File: src/rtl/truth_table_sweeper_if.sv
// Bus between the truth-table sweeper and whatever drives/observes it.
// The master side is the sweeper; the slave side supplies start and the DUT response.
interface truth_table_sweeper_if #(
  parameter int unsigned N_IN = 4
) ();
  logic            start;
  logic            dut_out;
  logic [N_IN-1:0] vec;
  logic            busy;
  logic            done;
  logic            pass;
  logic [N_IN:0]   err_cnt;
  logic [N_IN-1:0] first_err_vec;
  logic            first_err_valid;

  modport master (
    input  start, dut_out,
    output vec, busy, done, pass, err_cnt, first_err_vec, first_err_valid
  );

  modport slave (
    output start, dut_out,
    input  vec, busy, done, pass, err_cnt, first_err_vec, first_err_valid
  );
endinterface

File: src/rtl/truth_table_sweeper.sv
// Exhaustive stimulus/response engine: sweeps every input vector of an N_IN-input
// combinational block, compares its 1-bit output with EXP and tallies mismatches.
module truth_table_sweeper #(
  parameter int unsigned           N_IN = 4,
  parameter logic [(2**N_IN)-1:0]  EXP  = '0,
  parameter int unsigned           HOLD = 1
) (
  input logic                   clk,
  input logic                   rst_n,
  truth_table_sweeper_if.master bus
);

  localparam int unsigned EW = N_IN + 1;
  localparam int unsigned HW = (HOLD > 1) ? $clog2(HOLD) : 1;

  typedef enum logic [1:0] {S_IDLE, S_RUN, S_DONE} state_t;

  state_t          r_state, w_state;
  logic [N_IN-1:0] r_vec, w_vec;
  logic [HW-1:0]   r_hold, w_hold;
  logic [EW-1:0]   r_err, w_err;
  logic [N_IN-1:0] r_fvec, w_fvec;
  logic            r_fval, w_fval;
  logic            r_busy, w_busy;
  logic            r_done, w_done;
  logic            r_pass, w_pass;

  // State and result registers
  always_ff @(posedge clk) begin
    if (!rst_n) begin
      r_state <= S_IDLE;
      r_vec   <= '0;
      r_hold  <= '0;
      r_err   <= '0;
      r_fvec  <= '0;
      r_fval  <= 1'b0;
      r_busy  <= 1'b0;
      r_done  <= 1'b0;
      r_pass  <= 1'b0;
    end else begin
      r_state <= w_state;
      r_vec   <= w_vec;
      r_hold  <= w_hold;
      r_err   <= w_err;
      r_fvec  <= w_fvec;
      r_fval  <= w_fval;
      r_busy  <= w_busy;
      r_done  <= w_done;
      r_pass  <= w_pass;
    end
  end

  // Next-state: start only acts from IDLE/DONE; compare happens on the last hold cycle
  always_comb begin
    w_state = r_state;
    w_vec   = r_vec;
    w_hold  = r_hold;
    w_err   = r_err;
    w_fvec  = r_fvec;
    w_fval  = r_fval;
    w_busy  = r_busy;
    w_done  = r_done;
    w_pass  = r_pass;

    case (r_state)
      S_IDLE, S_DONE: begin
        if (bus.start) begin
          w_state = S_RUN;
          w_vec   = '0;
          w_hold  = '0;
          w_err   = '0;
          w_fvec  = '0;
          w_fval  = 1'b0;
          w_busy  = 1'b1;
          w_done  = 1'b0;
          w_pass  = 1'b0;
        end
      end
      S_RUN: begin
        if (r_hold == HW'(HOLD - 1)) begin
          if (bus.dut_out != EXP[r_vec]) begin
            w_err = r_err + EW'(1);
            if (!r_fval) begin
              w_fvec = r_vec;
              w_fval = 1'b1;
            end
          end
          if (r_vec == '1) begin
            w_state = S_DONE;
            w_busy  = 1'b0;
            w_done  = 1'b1;
            w_pass  = (w_err == '0);
          end else begin
            w_vec  = r_vec + N_IN'(1);
            w_hold = '0;
          end
        end else begin
          w_hold = r_hold + HW'(1);
        end
      end
      default: w_state = S_IDLE;
    endcase
  end

  assign bus.vec             = r_vec;
  assign bus.busy            = r_busy;
  assign bus.done            = r_done;
  assign bus.pass            = r_pass;
  assign bus.err_cnt         = r_err;
  assign bus.first_err_vec   = r_fvec;
  assign bus.first_err_valid = r_fval;

endmodule
File: src/flat_wrapper.sv
// flat-port wrapper written by rule: the top's interface ports become plain ports
module truth_table_sweeper_flat 
#(
  parameter int unsigned           N_IN = 4,
  parameter logic [(2**N_IN)-1:0]  EXP  = '0,
  parameter int unsigned           HOLD = 1
)
  (clk, rst_n, bus_start, bus_dut_out, bus_vec, bus_busy, bus_done, bus_pass, bus_err_cnt, bus_first_err_vec, bus_first_err_valid);
  truth_table_sweeper_if #(.N_IN(N_IN)) bus_i ();
  input logic clk;
  input logic rst_n;
  input wire logic [$bits(bus_i.start)-1:0] bus_start;
  input wire logic [$bits(bus_i.dut_out)-1:0] bus_dut_out;
  output wire logic [$bits(bus_i.vec)-1:0] bus_vec;
  output wire logic [$bits(bus_i.busy)-1:0] bus_busy;
  output wire logic [$bits(bus_i.done)-1:0] bus_done;
  output wire logic [$bits(bus_i.pass)-1:0] bus_pass;
  output wire logic [$bits(bus_i.err_cnt)-1:0] bus_err_cnt;
  output wire logic [$bits(bus_i.first_err_vec)-1:0] bus_first_err_vec;
  output wire logic [$bits(bus_i.first_err_valid)-1:0] bus_first_err_valid;
  assign bus_i.start = bus_start;
  assign bus_i.dut_out = bus_dut_out;
  assign bus_vec = bus_i.vec;
  assign bus_busy = bus_i.busy;
  assign bus_done = bus_i.done;
  assign bus_pass = bus_i.pass;
  assign bus_err_cnt = bus_i.err_cnt;
  assign bus_first_err_vec = bus_i.first_err_vec;
  assign bus_first_err_valid = bus_i.first_err_valid;
  truth_table_sweeper #(.N_IN(N_IN), .EXP(EXP), .HOLD(HOLD)) u_core (.clk(clk), .rst_n(rst_n), .bus(bus_i));
endmodule
File: config.mk
export PLATFORM = sky130hd
export DESIGN_NAME = truth_table_sweeper_flat
export DESIGN_NICKNAME = d
export VERILOG_FILES = /design/src/rtl/truth_table_sweeper_if.sv /design/src/rtl/truth_table_sweeper.sv /design/src/flat_wrapper.sv
export SDC_FILE = /design/constraint.sdc
export NUM_CORES = 1
export LEC_CHECK = 0
export ABC_AREA = 0
export CAP_MARGIN = 20
export CORE_MARGIN = 2
export CORE_UTILIZATION = 40
export DETAILED_ROUTE_END_ITERATION = 6
export PLACE_DENSITY = 0.67
export SLEW_MARGIN = 20
export SYNTH_ARGS = -nofsm -noshare
export SYNTH_HDL_FRONTEND = slang
export SYNTH_SLANG_ARGS = --single-unit
File: constraint.sdc
create_clock -name clk -period 1.5 [get_ports clk]
set_input_delay 0.3 -clock clk [delete_from_list [all_inputs] [get_ports clk]]
set_output_delay 0.3 -clock clk [all_outputs]
set_load 0.05 [all_outputs]
# Word level (Yosys, flattened, before mapping)
# Memories as Yosys holds them, arrays and structs flattened. A register that Yosys moved wholly into a read port is not among the register bits.
# Cells that the tools add are included.
op_classes:
  add_sub_neg: 3
  multipliers: 0
  div: 0
  magnitude_cmp: 1
  eq_ne: 10
  n_shift: 0
  n_mux: 37
  bitwise_logic: 0
  n_reduce_logical: 11
ops:
  columns: ["op", "count"]
  rows:
  - ["$mux 4", 8]
  - ["$mux 5", 5]
  - ["$pmux 4 s2", 2]
  - ["$mux 1", 12]
  - ["$reduce_and 4->1", 3]
  - ["$pmux 1 s2", 5]
  - ["$pmux 5 s2", 1]
  - ["$ne 2x2->1 const B", 4]
  - ["$mux 2", 3]
  - ["$reduce_and 3->1", 2]
  - ["$add 5x1->5 const B", 1]
  - ["$logic_not 5->1", 1]
  - ["$lt 4x5->1 const B", 1]
  - ["$reduce_and 5->1", 1]
  - ["$add 4x1->4 const B", 1]
  - ["$eq 4x4->1 const B", 1]
  - ["$ne 2x1->1 const B", 2]
  - ["$pmux 2 s2", 1]
  - ["$eq 2x1->1 const B", 1]
  - ["$eq 2x2->1 const B", 1]
  - ["$logic_not 2->1", 1]
  - ["$reduce_and 2->1", 1]
  - ["$reduce_bool 2->1", 1]
  - ["$reduce_or 2->1", 1]
  - ["2 further kinds", 2]
word_totals:
  ff_bits: 20
  latch_bits: 0
  mem_bits_rw: 0
  rom_bits: 16
  output_inout_bits: 17
  wordCells: 72
  n_memories: 1
memory_table:
  columns: ["name", "words", "width", "rd", "rd_clocked_by_memory_dff", "write_ports", "line_no", "rtl"]
  rows:
  - ["(name not given)", 16, 1, 1, 1, 0, "truth_table_sweeper.sv:81", "if (bus.dut_out != EXP[r_vec]) begin"]

# Logic depth before layout (Yosys ltp)
# Gate-level depths: netlist of run 1.
depth:
  ltp_word: 10
  depth_mapped: 5

# Least setup slack after synthesis of run 1
# No wires, ideal clock.
synth_path:
  kind: "reg2reg"
  start: "register u_core.r_err[0] (netlist: u_core.bus.err_cnt[0])"
  end: "register u_core.r_err[4] (netlist: u_core.bus.err_cnt[4])"
  t_arrival_ps: 1531
  t_required_ps: 1385
  slack_ps: -146
  path_stages_with_launch: 6
  path_buffers: 0
  synth_period_minus_slack_ps: 1646
  path_cell_list: "dfxtp_1 -> ha_1 -> nand4_1 -> xor2_1 -> nor2_1 -> o21a_1"
synth_via:
  elab_chain_len: 6
synth_lines:
  columns: ["item", "line_no", "rtl"]
  rows:
  - ["from (decl)", "truth_table_sweeper.sv:21", "logic [EW-1:0] r_err, w_err;"]
  - ["from (signal assigned)", "truth_table_sweeper.sv:44", "r_err <= w_err;"]
  - ["$add 5x1->5", "truth_table_sweeper.sv:82", "w_err = r_err + EW'(1);"]
  - ["$mux 5", "truth_table_sweeper.sv:81", null]
  - ["$mux 5", "truth_table_sweeper.sv:80", "if (r_hold == HW'(HOLD - 1)) begin"]
  - ["$mux 5", "truth_table_sweeper.sv:65", "case (r_state)"]
  - ["$mux 5", "truth_table_sweeper.sv:80", null]
  - ["$pmux 5 s2", "truth_table_sweeper.sv:65", null]
# No other way between the ends. The select of a mux whose other input is x is not followed.
# A chain may end at the register's enable or synchronous reset.

# Worst setup path in the final report of run 1
# Ends and elaborated chain as after synthesis.

==> metrics.md, run 1 <==
| Metric | Value |
|---|---|
| H-tree depth | 1 |
| Post-synthesis register bit count | 19 |
| Final #Nets | 137 |
| Met2 Use GR | 30.00% |
| Reg clk slew, reported paths | roughly 0.11 ns |
| Hold Crit Class | flip-flop to flip-flop |
| DR iter-0 viols | 9 |
| Met3 Track Usage GR | 2.727% |
| Largest stage delay on the critical path | 0.43 ns |
| TNS Setup | 0 ns |
| Rel. slew slack | between 80% and 90% |
| Via count | about 800 |
| DRC Markers | 0 |
| Mapped Area | 844.6 um2 |
| Critical path class | flip-flop to flip-flop |
| Synth top area cells | dfxtp_1, a21oi_1, nand3_1 |
| Post-synth net total | 104 |
| Clk pwr share | 26.8% |
| Post-CTS Setup Inserts | 0 |
| Max frequency | ~700 MHz |
| N_diodes | 0 |
| Main combinational cell family by area after synthesis | simple AND/OR/NAND/NOR gates |
| Row count | 16 |
| Global Route Usage Sum | around a fifth |
| Clock Sink Count | 19 |
| Critical path arrival | between 1.5 and 2 ns |
| Vias in the first global route | slightly above 800 |
| Global-route wire length before repair | between 3000 and 4000 um |
| Hold_ws | 0.4695 ns |
| Setup violators final | 0 |
| R2r setup slk | between 0.07 and 0.08 ns |
| M1 GR Usage | between 20% and 30% |
| Commonest non-fill, non-tap cells in the layout | buf_12, dfxtp_1, a21oi_1 |
| Leakage Power | ~0.53 nW |
| Adder-Cell Fraction of Synth Area | between 2 and 3% |
| Drt pass-1 iters | 4 |
| P&R area growth vs syn | 60.44% |
| Area of the core | roughly 2000 um2 |
| Final Wtd Congestion | ~0.77 |
| CTS tree | done |
| Crit-path cells | ha_2 -> nand4_1 -> xor2_1 -> nor2_1 -> o21a_1 |
| Design area | about 1400 um2 |
| DIE WIDTH | approximately 50 um |
| Initial core utilization | between 40% and 50% |
| Skew final | 0.002409 ns |
| Max stage delay cell, worst path | dfxtp_2 |
| Min cycle time layout | between 1 and 1.5 ns |
| Hpwl dp | ~1500 um |
| Distinct cell type count after synthesis | 32 |
| Fill count | roughly 160 |
| Critical path capture point type | flip-flop |
| Final WL | 1992 um |
| Synth Area in Compound Gates | between 15 and 20% |
| Bufs on Longest Clock Path | 2 |
| Outcome | finished, final reports clean |
| Area leader, netlist | dfxtp_1 |
| Yosys warns | 0 |
| Synth top area share | between 40% and 50% |
| Final Hold Vio Count | 0 |
| Net Sw Frac | between 20 and 30% |
| Area after DPL | between 1000 and 1500 um2 |
| IO Count | 21 |
| GRT busiest layer | met2 |
| Syn Area/Cell | about 8.6 um2 |
| CP max FO | 7 |
| Post-synthesis instance total | slightly below 100 |
| Slew @ Worst Pin | 0.2880 ns |
| Logic pwr share | between 10% and 20% |
| Max cap viols | 0 |
| Clk Latency, worst-skew pair | roughly 0.3 ns |
| Psw | about 0.00027 W |
| RSZ-0062 raised after global routing | false |
| Vias/cell | 5.134 |
| Synth Area in XOR/XNOR | between 4 and 5% |
| Reg power frac | between 50% and 60% |
| Sequential share of the synthesized area | between 40% and 50% |
| Full die area | roughly 2500 um2 |
| Power per cell area | ~730 nW/um2 |
| Max VDD drop | roughly 0.00069 V |
| Post-Synth Simple-Gate Area | 28.74% |
| Routed Antenna Nets | 0 |
| Initial antenna violation count | 0 |
| Die Y | between 40 and 50 um |
| Multiplexer share of the synthesized area | 0% |
| Cts hold-fix bufs | 0 |
| IO buf count | 20 |
| Pins Over Slew Limit | 0 |
| Layout Utilization | about 68% |
| Largest net degree at the start of global routing | 11 |
| Internal power | 0.0007094 W |
| WP data required | 1.71 ns |
| Total CTS buffers | 3 |
| WL/cell | roughly 13 um |
| Share of cells above drive strength 1 | between 30% and 40% |
| Startpoint Class | flip-flop |
| Post-route clock period utilization | a little over nine tenths |
| Commonest non-fill, non-tap cell in the layout | buf_12 |
| Root buffer cell | clkbuf_4 |
| Gr ovfl total | 0 |
## layer usage
metal  part of all wire [%]  vias up
met4                   0.70        0
li1                       -      420
met3                    3.9        2
met2                     48       20
met5                      0        -
met1                     47      364
## synth_stat cells
cell / instances
ha_1: 2
o21ai_1: 1
or4_1: 1
o211a_1: 1
o21a_1: 1
nor3b_2: 1
nand3b_1: 1
a211oi_1: 1
nand2_1: 8
and3_1: 2
inv_1: 1
buf_2: 2
nand3_1: 10
or2_2: 1
dfxtp_1: 19
o31ai_1: 1
nand4b_1: 1
nand4bb_1: 1
and2b_1: 1
and4b_1: 1
xor2_1: 3
xnor2_1: 1
nor3_1: 1
a21oi_1: 14
nor2_1: 8
nand4_1: 4
clkbuf_1: 2
nor2b_1: 1
nand2b_1: 2
a22oi_1: 2
o21ai_0: 2
o211ai_1: 1
## registers in the layout, summed over array words and instances, names as in the netlist
name	count
u_core.bus.err_cnt	5
u_core.r_state	2
u_core.bus.busy	1
u_core.bus.first_err_valid	1
u_core.bus.vec	4
u_core.bus.first_err_vec	4
u_core.bus.done	1
u_core.bus.pass	1
## final timing paths
path	startpoint	endpoint	depth (start not counted)
worst max-delay path	u_core.bus.err_cnt[0]	u_core.bus.err_cnt[4]	5
worst min-delay path	u_core.r_state[1]	u_core.r_state[1]	2
worst max register to register	u_core.bus.err_cnt[0]	u_core.bus.err_cnt[4]	5
worst min register to register	u_core.r_state[1]	u_core.r_state[1]	2
## power by group through the flow
stage	Combinational, W	Sequential (W)	Clock (W)
6_report	0.000184	0.000536	0.000263
2_1_floorplan	0.0000645	0.000573	0
3_3_place_gp	0.000181	0.000548	0
3_5_place_dp	0.000183	0.000548	0
4_1_cts	0.000184	0.000536	0.000275
5_1_grt	0.000199	0.000540	0.000295
## cell families after synthesis
family | after synthesis
xor+xnor | 4
fa+ha+maj | 2
buf+inv | 5
flops | 19
simple gates | 44
compound gates | 24
## worst max-delay path: cells and delay by family, from the launching register on
family / cells / cell delay, ns
AOI/OAI and AO/OA: 1 / 0.18
adders and majority gates: 1 / 0.26
and+or+nand+nor: 2 / 0.22
DFF: 1 / 0.43
xor gates and xnor gates: 1 / 0.23
## through the flow
stage	instances	setup WS (ns)	total power [W]
2_1_floorplan	98	0.07379	0.0006372
3_3_place_gp	153	-0.04583	0.0007281
3_5_place_dp	153	-0.09290	0.0007312
4_1_cts	157	0.06376	0.0009951
5_1_grt	157	0.01490	0.001033
6_report	157	0.07991	0.0009840
## cell type report
type                            instances  area [um2]  area share [%]
Multi-Input combinational cell         74       445.4           32.87
Timing Repair Buffer                   32       460.4           33.98
Sequential cell                        19       385.4           28.44
Tap cell                               27       33.78           2.493
Inverter                                1       3.754          0.2770
Clock buffer                            4       26.28           1.939
## timing repair
| action | 4_1_cts | 5_1_grt |
|---|---|---|
| hold endpoints to repair | 0 | 0 |
| gates resized for setup | 0 | 1 |
| endpoints found under the setup margin | 0 | 1 |
(Power assumes the default switching activity.)
==> run 2, diff against run 1 <==
Settings changed: CORE_UTILIZATION 40 to 35, PLACE_DENSITY 0.67 to not set, SETUP_SLACK_MARGIN set to 0.3.
==> run 2 against run 1 <==
Compared with the run above:
- final cell count increased by 7.6%
- sequential power is 1% lower
- register-to-register slack better by 0.13 ns
- fmax rose by 9.9%
- power rose by 5.6%
- via count grew 10%
- global-route usage up 0.91 points
- critical path type unchanged
- clock power hardly changed
- first-iteration DRC count shrank 33%
- highest routed layer unchanged
- core utilization is 0.39 points higher
- non-clock buffer count is 11 higher
==> metrics.md, run 2 (synthesized netlist as in run 1, its figures left out) <==
| Metric | Value |
|---|---|
| Via count | approximately 890 |
| IO buf count | 20 |
| Commonest non-fill, non-tap cell in the layout | buf_4 |
| Area of the core | between 2000 and 2500 um2 |
| Final WL | about 2500 um |
| RSZ-0062 raised after global routing | true |
| N_diodes | 0 |
| Drt pass-1 iters | 4 |
| Routed Antenna Nets | 0 |
| Clock Sink Count | 19 |
| DIE WIDTH | around 53 um |
| Startpoint Class | flip-flop |
| Delay-heaviest family, CP | simple AND/OR/NAND/NOR gates |
| Max cap viols | 0 |
| Final Wtd Congestion | a little under 0.8 |
| Pins Over Slew Limit | 0 |
| Post-route clock period utilization | a little under nine tenths |
| Fill count | ~180 |
| Buffers and inverters on the worst path | 0 |
| Gr ovfl total | 0 |
| Bufs on Longest Clock Path | 2 |
| Critical path class | flip-flop to flip-flop |
| Share of cells above drive strength 1 | about half |
| Min cycle time layout | ~1.3 ns |
| Commonest non-fill, non-tap cells in the layout | buf_4, buf_12, a21oi_1 |
| Slew @ Worst Pin | 0.2833 ns |
| CP max FO | 4 |
| Max frequency | approximately 770 MHz |
| H-tree depth | 1 |
| Initial antenna violation count | 0 |
| Tot Pwr | around 0.0010 W |
| Crit-path cells | or4_4 -> o31ai_2 -> nand4bb_1 -> o21ai_1 |
| Finished Layout Cells | 169 |
| IO Count | 21 |
| Outcome | finished, final reports clean |
| Critical path capture point type | flip-flop |
| Initial core utilization | a little under two fifths |
| Hold_ws | approximately 0.5 ns |
| P&R area growth vs syn | 83.56% |
| Final Hold Vio Count | 0 |
| Row count | 17 |
| Power per cell area | about 670 nW/um2 |
| Full die area | around 2800 um2 |
| CTS tree | done |
| WP data required | ~1.8 ns |
| DR iter-0 viols | 6 |
| TNS Setup | 0 ns |
| Largest stage delay on the critical path | 0.53 ns |
| Vias/cell | between 5 and 6 |
| Skew final | about 0.0029 ns |
| Clk Latency, worst-skew pair | about 0.31 ns |
| Largest net degree at the start of global routing | 11 |
| Global Route Usage Sum | around 20% |
| Global-route wire length before repair | roughly 3900 um |
| Area after DPL | about 1400 um2 |
| Max FFs per register | 5 |
| DRC Markers | 0 |
| Design area | ~1600 um2 |
| Final #Nets | roughly 150 |
| Reg clk slew, reported paths | about 0.10 ns |
| Hpwl dp | ~1600 um |
| Total CTS buffers | 3 |
| Hold Crit Class | flip-flop to flip-flop |
| Rel. slew slack | between 80 and 90% |
| Die Y | about 53 um |
| Max stage delay cell, worst path | or4_4 |
| Root buffer cell | clkbuf_4 |
| Vias in the first global route | 910 |
| Max VDD drop | 0.0006091 V |
| Leakage Power | around 0.6 nW |
| WL/cell | 14.71 um |
| Setup violators final | 0 |
| Placed Cells | ~150 |
| Critical path arrival | ~1.5 ns |
-- run 2: cell count changes in the layout (fill, tap and decap cells not counted), sizes merged --
cell           delta
dlygate4sd2       +1
buf              +11
clkdlybuf4s50     -1
-- run 2: worst paths after layout --
check	slack [ns]	from	end	cells past startpoint
worst max register to register	0.21	u_core.bus.err_cnt[1]	u_core.bus.pass	4
worst min-delay path	0.51	u_core.bus.pass	u_core.bus.pass	2
worst min register to register	0.51	u_core.bus.pass	u_core.bus.pass	2
worst max-delay path	0.21	u_core.bus.err_cnt[1]	u_core.bus.pass	4
-- run 2: routing by layer --
metal	vias to the layer above	part of all wire (%)	global-route usage, %	wire (um)
met5	-	0	0	0
met4	0	1.9	10.26	47
met2	17	52	32.50	1303
met1	422	43	23.52	1058
met3	5	3.1	3.955	76
li1	445	-	-	-
-- run 2: timing repair --
action                     4_1_cts  5_1_grt
setup endpoints to repair       14       25
pin swaps                        2       15
gates resized for setup          7       19
buffers inserted                 4        8
hold buffers                     0        0
-- run 2: stage by stage --
| step | setup slack (ns) | utilization, % |
|---|---|---|
| after floorplan | 0.2483 | - |
| after global routing | 0.1737 | 68.76 |
| after detailed placement | -0.1210 | 60.32 |
| after CTS | 0.2065 | 63.49 |
| final | 0.2079 | 68.76 |
| after global placement | -0.1137 | 60.32 |
-- run 2: cell type report --
class | instances | area [um2] | area share (%)
Clock buffer | 4 | 26.28 | 1.695
Inverter | 1 | 3.754 | 0.2421
Multi-Input combinational cell | 74 | 519.2 | 33.49
Sequential cell | 19 | 416.7 | 26.88
Tap cell | 28 | 35.03 | 2.260
Timing Repair Buffer | 43 | 549.3 | 35.43
-- run 2: power breakdown --
part	switching, W	total, W	internal [W]
combinational	0.000119	0.000246	0.000127
clock	0.000159	0.000264	0.000104
sequential	0.0000217	0.000530	0.000508
total	0.000300	0.00104	0.000739
-- run 2: worst min-delay path, stage by stage (launching register included) --
cell	delay (ns)
dfxtp_1	0.35
nand4_1	0.07
o21ai_1	0.05
